==> src/rtl/biss_slave_emu.sv <==
// -----------------------------------------------------------------------------
// biss_slave_emu
// BiSS-C encoder slave emulator. Answers the master clock (MA) with a serial
// SLO frame: ACK, start, CDS, BITS position bits (MSB first), nE, nW and an
// inverted CRC6 over the position, nE and nW bits. Frames end when MA stays
// high for TIMEOUT_CLKS clk_i cycles. If MA stops early, the frame is
// aborted instead.
//
// Parameters
//   ACK_LEN       MA rising edges for which SLO is held low as ACK (1..15)
//   TIMEOUT_CLKS  clk_i cycles of continuous MA high that end the timeout or
//                 abort a frame (2..65535)
//
// Ports
//   clk_i      system clock
//   reset_i    asynchronous reset, active low
//   enable_i   1 = respond to MA, 0 = ignore new frames (SLO stays high)
//   BITS       position width. 0 is treated as 1 and >32 as 32
//   posn_i     position value; bits [BITS-1:0] are sent
//   nerr_i     error bit (active low), sent as nE
//   nwarn_i    warning bit (active low), sent as nW
//   ssi_sck_i  MA from the master, idles high, asynchronous to clk_i
//   ssi_dat_o  SLO to the master, idles high
//   busy_o     frame in progress
//   abort_o    one-cycle pulse when a frame is aborted by MA timeout
// -----------------------------------------------------------------------------
module biss_slave_emu #(
   parameter int unsigned ACK_LEN      = 1,
   parameter int unsigned TIMEOUT_CLKS = 250
) (
   input  logic        clk_i,
   input  logic        reset_i,
   input  logic        enable_i,
   input  logic [7:0]  BITS,
   input  logic [31:0] posn_i,
   input  logic        nerr_i,
   input  logic        nwarn_i,
   input  logic        ssi_sck_i,
   output logic        ssi_dat_o,
   output logic        busy_o,
   output logic        abort_o
);

   typedef enum logic [3:0] {
      S_IDLE, S_ACK, S_START, S_CDS, S_DATA, S_NERR, S_NWARN, S_CRC, S_TOUT
   } state_t;

   localparam logic [15:0] TOUT_END = 16'(TIMEOUT_CLKS);
   // The abort decision is taken one count early, so abort_o appears on the
   // same edge at which the counter reaches TIMEOUT_CLKS.
   localparam logic [15:0] ABORT_AT = 16'(TIMEOUT_CLKS - 1);
   localparam logic [5:0]  ACK_LAST = 6'(ACK_LEN - 1);
   localparam logic [5:0]  CRC_POLY = 6'b000011;   // x^6 + x + 1

   logic        sck_meta, sck_sync, sck_prev;
   logic        sck_rise, sck_fall;
   logic [15:0] tout_cnt;
   state_t      state;
   logic [5:0]  bit_cnt;
   logic [5:0]  crc;
   logic [31:0] posn_sh;
   logic        nerr_sh, nwarn_sh;
   logic [5:0]  bits_sh;
   logic [5:0]  bits_clamped;
   logic        tx_bit;
   logic [5:0]  crc_next;

   // MA synchroniser and edge history. Reset to 1 because MA idles high;
   // resetting to 0 would fake a rising edge after reset.
   // NOTE: sequential state uses non-blocking assignments so every flop
   // samples the pre-edge value of its neighbours, independent of block order.
   always_ff @(posedge clk_i or negedge reset_i) begin
      if (!reset_i) begin
         sck_meta <= 1'b1;
         sck_sync <= 1'b1;
         sck_prev <= 1'b1;
      end else begin
         sck_meta <= ssi_sck_i;
         sck_sync <= sck_meta;
         sck_prev <= sck_sync;
      end
   end

   assign sck_rise = sck_sync & ~sck_prev;
   assign sck_fall = ~sck_sync & sck_prev;

   // Counts clk_i cycles of continuous (synchronised) MA high; saturates.
   always_ff @(posedge clk_i or negedge reset_i) begin
      if (!reset_i) begin
         tout_cnt <= '0;
      end else if (!sck_sync) begin
         tout_cnt <= '0;
      end else if (tout_cnt != 16'hFFFF) begin
         tout_cnt <= tout_cnt + 16'd1;
      end
   end

   // NOTE: every signal assigned in always_comb gets a default first, so no
   // path through the block leaves it unassigned and no latch is inferred.
   always_comb begin
      bits_clamped = BITS[5:0];
      if (BITS == 8'd0) begin
         bits_clamped = 6'd1;
      end else if (BITS > 8'd32) begin
         bits_clamped = 6'd32;
      end
   end

   // Bit sent on the next MA rising edge in the CRC-covered states.
   always_comb begin
      tx_bit = 1'b0;
      case (state)
         S_DATA:  tx_bit = posn_sh[bit_cnt[4:0]];
         S_NERR:  tx_bit = nerr_sh;
         S_NWARN: tx_bit = nwarn_sh;
         default: tx_bit = 1'b0;
      endcase
   end

   assign crc_next = {crc[4:0], 1'b0} ^ ((tx_bit ^ crc[5]) ? CRC_POLY : 6'b0);

   always_ff @(posedge clk_i or negedge reset_i) begin
      if (!reset_i) begin
         state     <= S_IDLE;
         ssi_dat_o <= 1'b1;
         busy_o    <= 1'b0;
         abort_o   <= 1'b0;
         bit_cnt   <= '0;
         crc       <= '0;
         posn_sh   <= '0;
         nerr_sh   <= 1'b0;
         nwarn_sh  <= 1'b0;
         bits_sh   <= 6'd1;
      end else begin
         abort_o <= 1'b0;
         case (state)
            S_IDLE: begin
               ssi_dat_o <= 1'b1;
               if (sck_fall && enable_i) begin
                  posn_sh  <= posn_i;
                  nerr_sh  <= nerr_i;
                  nwarn_sh <= nwarn_i;
                  bits_sh  <= bits_clamped;
                  crc      <= '0;
                  bit_cnt  <= '0;
                  busy_o   <= 1'b1;
                  state    <= S_ACK;
               end
            end

            // Falling edges here are ignored; only the MA-high timeout ends it.
            S_TOUT: begin
               if (tout_cnt == TOUT_END) begin
                  ssi_dat_o <= 1'b1;
                  busy_o    <= 1'b0;
                  state     <= S_IDLE;
               end else if (sck_rise) begin
                  ssi_dat_o <= 1'b0;
               end
            end

            default: begin
               if (sck_sync && tout_cnt == ABORT_AT) begin
                  ssi_dat_o <= 1'b1;
                  busy_o    <= 1'b0;
                  abort_o   <= 1'b1;
                  state     <= S_IDLE;
               end else if (sck_rise) begin
                  case (state)
                     S_ACK: begin
                        ssi_dat_o <= 1'b0;
                        if (bit_cnt == ACK_LAST) begin
                           bit_cnt <= '0;
                           state   <= S_START;
                        end else begin
                           bit_cnt <= bit_cnt + 6'd1;
                        end
                     end
                     S_START: begin
                        ssi_dat_o <= 1'b1;
                        state     <= S_CDS;
                     end
                     S_CDS: begin
                        ssi_dat_o <= 1'b0;
                        bit_cnt   <= bits_sh - 6'd1;
                        state     <= S_DATA;
                     end
                     S_DATA: begin
                        ssi_dat_o <= tx_bit;
                        crc       <= crc_next;
                        if (bit_cnt == 6'd0) begin
                           state <= S_NERR;
                        end else begin
                           bit_cnt <= bit_cnt - 6'd1;
                        end
                     end
                     S_NERR: begin
                        ssi_dat_o <= tx_bit;
                        crc       <= crc_next;
                        state     <= S_NWARN;
                     end
                     S_NWARN: begin
                        ssi_dat_o <= tx_bit;
                        crc       <= crc_next;
                        bit_cnt   <= 6'd5;
                        state     <= S_CRC;
                     end
                     S_CRC: begin
                        ssi_dat_o <= ~crc[bit_cnt[2:0]];
                        if (bit_cnt == 6'd0) begin
                           state <= S_TOUT;
                        end else begin
                           bit_cnt <= bit_cnt - 6'd1;
                        end
                     end
                     default: ;
                  endcase
               end
            end
         endcase
      end
   end

endmodule

==> config.mk <==
export PLATFORM = sky130hd
export DESIGN_NAME = biss_slave_emu
export DESIGN_NICKNAME = d
export VERILOG_FILES = /design/src/rtl/biss_slave_emu.sv
export SDC_FILE = /design/constraint.sdc
export NUM_CORES = 1
export LEC_CHECK = 0
export ABC_AREA = 0
export ABC_CLOCK_PERIOD_IN_PS = 5200
export CAP_MARGIN = 20
export CORE_UTILIZATION = 61
export CTS_CLUSTER_SIZE = 16
export DETAILED_ROUTE_END_ITERATION = 7
export HOLD_SLACK_MARGIN = 0.05
export MAX_ROUTING_LAYER = met4
export PLACE_DENSITY = 0.95
export SYNTH_ARGS = -nofsm -noshare
export SYNTH_HDL_FRONTEND = slang
export SYNTH_SLANG_ARGS = --single-unit
==> constraint.sdc <==
create_clock -name clk_i -period 5.2 [get_ports clk_i]
set_input_delay 0.52 -clock clk_i [delete_from_list [all_inputs] [get_ports clk_i]]
set_output_delay 0.52 -clock clk_i [all_outputs]
set_load 0.05 [all_outputs]
======== After elaboration in Yosys (flattened, before gate mapping) ========
Index checks and enable logic that the tools add are counted.
cells by class
  div/mod/pow operators ................... 0
  shift operators ......................... 0
  add/sub/neg operators ................... 4
  eq/ne operators ......................... 20
  bitwise gates (word level) .............. 8
  $lt $le $gt $ge ......................... 3
  $mul .................................... 0
  multiplexer cells ....................... 42
  reductions and logical operators ........ 22
operators by type and width
  kind                                                            count
  two-way mux 6 bit                                               10
  == test 16 x 8 -> 1 bit (second input constant)                 2
  two-way mux 16 bit                                              2
  two-way mux 4 bit                                               7
  case mux 4 bit (7 select lines)                                 1
  case mux 6 bit (2 select lines)                                 2
  case mux 6 bit (4 select lines)                                 1
  adder 16 x 1 -> 16 bit (second input constant)                  1
  == test 4 x 3 -> 1 bit (second input constant)                  4
  inequality test 16 bit (second input constant)                  1
  subtractor 6 x 1 -> 6 bit (second input constant)               2
  two-way mux 1 bit                                               11
  inequality test 5 x 3 -> 1 bit (second input constant)          2
  nonzero test 10 bit                                             1
  == test 4 x 2 -> 1 bit (second input constant)                  2
  greater-than comparator 8 x 6 -> 1 bit (second input constant)  1
  zero test 8 bit                                                 1
  case mux 4 bit (2 select lines)                                 1
  AND reduction 7 bit                                             1
  nonzero test 7 bit                                              1
  adder 6 x 1 -> 6 bit (second input constant)                    1
  zero test 6 bit                                                 1
  < comparator 5 x 6 -> 1 bit (second input constant)             1
  AND reduction 3 bit                                             2
  other kinds (29)                                                40
word-level totals
  memory bits (writable) .................. 0
  output and inout bits ................... 3
  ROM bits ................................ 0
  logic and storage cells ................. 113
  flip-flop bits (word level) ............. 78
  memories kept ........................... 0
  bits in latches ......................... 0
  input port bits ......................... 46

======== Depth between registers and ports, before layout ========
  word-level depth ........................ 10
  gate-level depth with buffers ........... 9
  mapped depth without buffers ............ 8

======== Worst setup path before layout ========
No wires, ideal clock.
  path type ............................... reg2reg
  from .................................... register bit_cnt[0]
  to ...................................... register ssi_dat_o
  period minus slack after synthesis ...... 2.077 ns
  library setup time ...................... 0.087 ns
  slack ................................... 3.123 ns
  stages on the path, launching flop included .. 8
  path buffers ............................ 1
  arrival ................................. 1.990 ns
  cell sequence ........................... dfrtp_1 > buf_6 > mux4_1 > mux2_2 > o221ai_2 > o2111ai_2 > a2111oi_2 > o21ai_1
between the ends
  cells in the longest elaborated chain, start to end .. 7
  elaborated cells between the ends (all ways) .. 10
  those cells by class .................... mux (9); bitwise (1)
ends and longest elaborated chain
  what                                                                                              line      source
  start, declared                                                                                   59        logic [5:0] bit_cnt;
  start signal, assigned                                                                            176       bit_cnt <= bit_cnt + 6'd1;
  start signal, assigned                                                                            185       bit_cnt <= bits_sh - 6'd1;
  start signal, assigned                                                                            194       bit_cnt <= bit_cnt - 6'd1;
  binary-select mux 1 bit (select 5 bit) or binary-select mux 1 bit (select 3 bit) (tied branches)  113, 209
  two-way mux 1 bit (on tied branches)                                                              113, 209
  case mux 1 bit (3 select lines) or NOT 1 bit (tied branches)                                      112, 209
  case mux 1 bit (4 select lines) *                                                                 169       case (state)
  two-way mux 1 bit *                                                                               168       end else if (sck_rise) begin
  two-way mux 1 bit *                                                                               163       if (sck_sync && tout_cnt == ABORT_AT) begin
  case mux 1 bit (2 select lines) *                                                                 136       case (state)
  end signal, assigned                                                                              189       ssi_dat_o <= tx_bit;
  end signal, assigned                                                                              198       ssi_dat_o <= tx_bit;
  end signal, assigned                                                                              203       ssi_dat_o <= tx_bit;
  end, declared                                                                                     39        output logic ssi_dat_o,
Every way passes the cells marked *; elsewhere a longest branch is shown, timed or not. The select of a mux whose other input is x is not followed.
A chain may end at the register's enable or synchronous reset.

======== Worst setup path in the final report ========
Ends and elaborated chain as after synthesis.

==> results.py <==
metrics = {
    "finish": {
        "diodes": 0,
        "stdcell_count": 631,
        "area_delta_synth_final_pct": 16.1,
        "drive_gt1_frac": 0.0804,
        "nNetsFinal": 581,
    },
    "logic_synthesis": {
        "synth_cells": 491,
        "synth_area_leaders": "dfrtp_1 42%, nand2_1 12%, nor2_1 3.9%",
        "yosys.area.top_type_share": 0.417,
        "synth_cell_types": 62,
        "synthFlopType": "dfrtp_1",
        "yosysTopAreaCell": "dfrtp_1",
        "synth_area_mm2": 0.00438,
        "synth_area_per_cell_um2": 8.91,
        "ys_async_sr_fraction": 1.00,
        "ys_warn_count": 0,
        "seq_area_frac_synth": 0.447,
        "synth_seq_cells": 78,
        "synth_edf_count": 0,
        "synth_fp_nets": 542,
    },
    "min_path": {
        "holdCritPathClass": "in -> async",
    },
    "clock_tree": {
        "cts_buffers": 9,
        "cts.repair.resized": 0,
        "cts_setup_buffers": 0,
        "clockRootBuffer": "clkbuf_8",
        "cts_tree": "built",
        "clk_pin_slew_ns": 0.08,
        "clock_path_buffers": 2,
        "cts.sinks": 78,
        "cts_hold_buf": 0,
        "htreeDepth": 3,
        "clock_latency_ns": 0.36,
    },
    "global_route": {
        "grt_pass1_vias": 3630,
        "grt_max_degree": 79,
        "grtUsageTotal": 0.308,
        "antenna_found_initial": 0,
        "grt_pass1_wl_um": 17100,
        "grt-ovfl-total": 0,
    },
    "placement": {
        "portBuffers": 48,
        "dp_cells": 615,
        "place_hpwl_um": 6940,
        "place_congestion": 0.906,
    },
    "routing": {
        "vias": 3774,
        "route.detailed.drc": 0,
        "wl_um": 10200,
        "first_pass_iters": 5,
        "antenna_left": 0,
        "vias_per_cell": 5.98,
        "drt_iter0_markers": 261,
        "wire_per_inst_um": 16.2,
    },
    "timing": {
        "hold_viol": 0,
        "max_slew_margin": 0.361,
        "setup_viol": 0,
        "rsz0062_at_grt": "false",
        "clock.fmax_mhz": 384,
        "period_minus_slack_ns": 2.61,
        "tightest_slew_ns": 0.958,
        "fin_tns_setup_ns": 0,
        "min_period_over_period": 0.501,
        "drv_slew": 0,
        "skew_ns": 0.0116,
    },
    "floorplanning": {
        "die_area_mm2": 0.00752,
        "die_y_um": 86.7,
        "core_mm2": 0.00687,
        "ios": 49,
        "start_util": 0.637,
        "rows": 30,
        "die_x_um": 86.7,
    },
    "worst_setup_path": {
        "slowest_delay_ns": 0.77,
        "required_ns": 5.47,
        "worstSetupStartpointType": "register",
        "critPathKind": "reg -> reg",
        "end_kind": "register",
        "cp_max_fo": 18,
        "critPathSlowestCell": "dfrtp_1",
        "cp_top_family": "multiplexers",
        "critPathBufInv": 0,
        "path_cells": "mux4_1 > mux2_2 > o221ai_2 > o2111ai_2 > a2111oi_2 > o21ai_1",
        "critPathArrivalTime_ns": 2.88,
    },
    "power": {
        "peakVddDrop_mv": 0.163,
        "power_per_cell_area_mw_per_mm2": 217,
        "p_leak_nw": 2.39,
    },
    "job": {
        "drv_cap": 0,
    },
    "status": {
        "status": "finished, final reports clean",
    },
}
## report_power, final
group / total (mW) / internal (mW) / switching, mW
Combinational: 0.0608 / 0.0341 / 0.0267
Clock: 0.426 / 0.201 / 0.225
Sequential: 0.614 / 0.610 / 0.00368
Total: 1.10 / 0.846 / 0.255
## cells by family after synthesis
group | share of synthesized area
adders and majority gates | 0.0143
muxes | 0.0832
and+or+nand+nor | 0.261
DFF | 0.447
AOI/OAI and AO/OA | 0.115
buffers and inverters | 0.0314
xor gates and xnor gates | 0.0480
## stage by stage
stage	setup slack, ns	util	cell area, um2	hold slack [ns]	power (mW)
floorplan	3.12	-	4380	0.224	0.636
global placement	2.65	0.713	4900	0.356	0.683
detailed placement	2.59	0.713	4900	0.359	0.685
CTS	2.59	0.740	5080	0.335	1.10
global route	2.43	0.740	5080	0.372	1.14
finish	2.59	0.740	5080	0.276	1.10
## layout by cell type, fill, tap and decap left out, drive strengths merged, types with 9 or more instances in the layout
cell type | synthesis | final
nand2 | 137 | 137
mux2i | 12 | 12
inv | 10 | 11
nor2 | 45 | 45
xor2 | 11 | 11
xnor2 | 13 | 13
nor3 | 14 | 14
dfrtp | 73 | 73
a21oi | 9 | 9
clkbuf | 15 | 12
clkdlybuf4s50 | 0 | 47
nand3 | 19 | 19
o21ai | 15 | 15
## synth_stat cells, drive strengths merged, types with 8 or more instances
cell and number:
a21oi 9, xor2 11, mux2 8, nand2 137, inv 10, mux2i 12
clkbuf 15, xnor2 13, dfrtp 73, o21ai 15, nor3 14, nand3 19
nor2 45
## per-layer routing
layer | wire [um] | vias up | track usage
li1 | - | 1778 | -
met1 | 4180 | 1798 | 0.357
met2 | 5220 | 169 | 0.523
met3 | 566 | 29 | 0.0629
met4 | 277 | 0 | 0.132
met5 | 0 | - | -
## worst paths after layout
kind / start / end / slack [ns] / cells past startpoint
min reg2reg: sck_meta / sck_sync / 0.37 / 0
max: bit_cnt[0] / ssi_dat_o / 2.59 / 6
min in group clk_i: sck_meta / sck_sync / 0.37 / 0
max in group asynchronous: reset_i / bit_cnt[3] / 4.27 / 1
max reg2reg: bit_cnt[0] / ssi_dat_o / 2.59 / 6
min: reset_i / tout_cnt[15] / 0.28 / 1
## registers in the layout, summed over array words and instances, names as in the netlist
| name | flops |
|---|---|
| abort_o | 1 |
| bit_cnt | 6 |
| bits_sh | 6 |
| busy_o | 1 |
| crc | 6 |
| nerr_sh | 1 |
| nwarn_sh | 1 |
| posn_sh | 32 |
| sck_meta | 1 |
| sck_prev | 1 |
| sck_sync | 1 |
| ssi_dat_o | 1 |
| state | 4 |
| tout_cnt | 16 |
## layout make-up
| cell class | instances | area [um2] |
|---|---|---|
| multi-input cells | 380 | 2280 |
| flip-flops and latches | 78 | 1960 |
| fillers | 479 | 1790 |
| repair buffers | 50 | 493 |
| clock buffers | 12 | 155 |
| well taps | 96 | 120 |
| inverters | 11 | 41.3 |
| clock inverters | 4 | 30.0 |
Note: power is estimated with default switching activity, not from simulation.
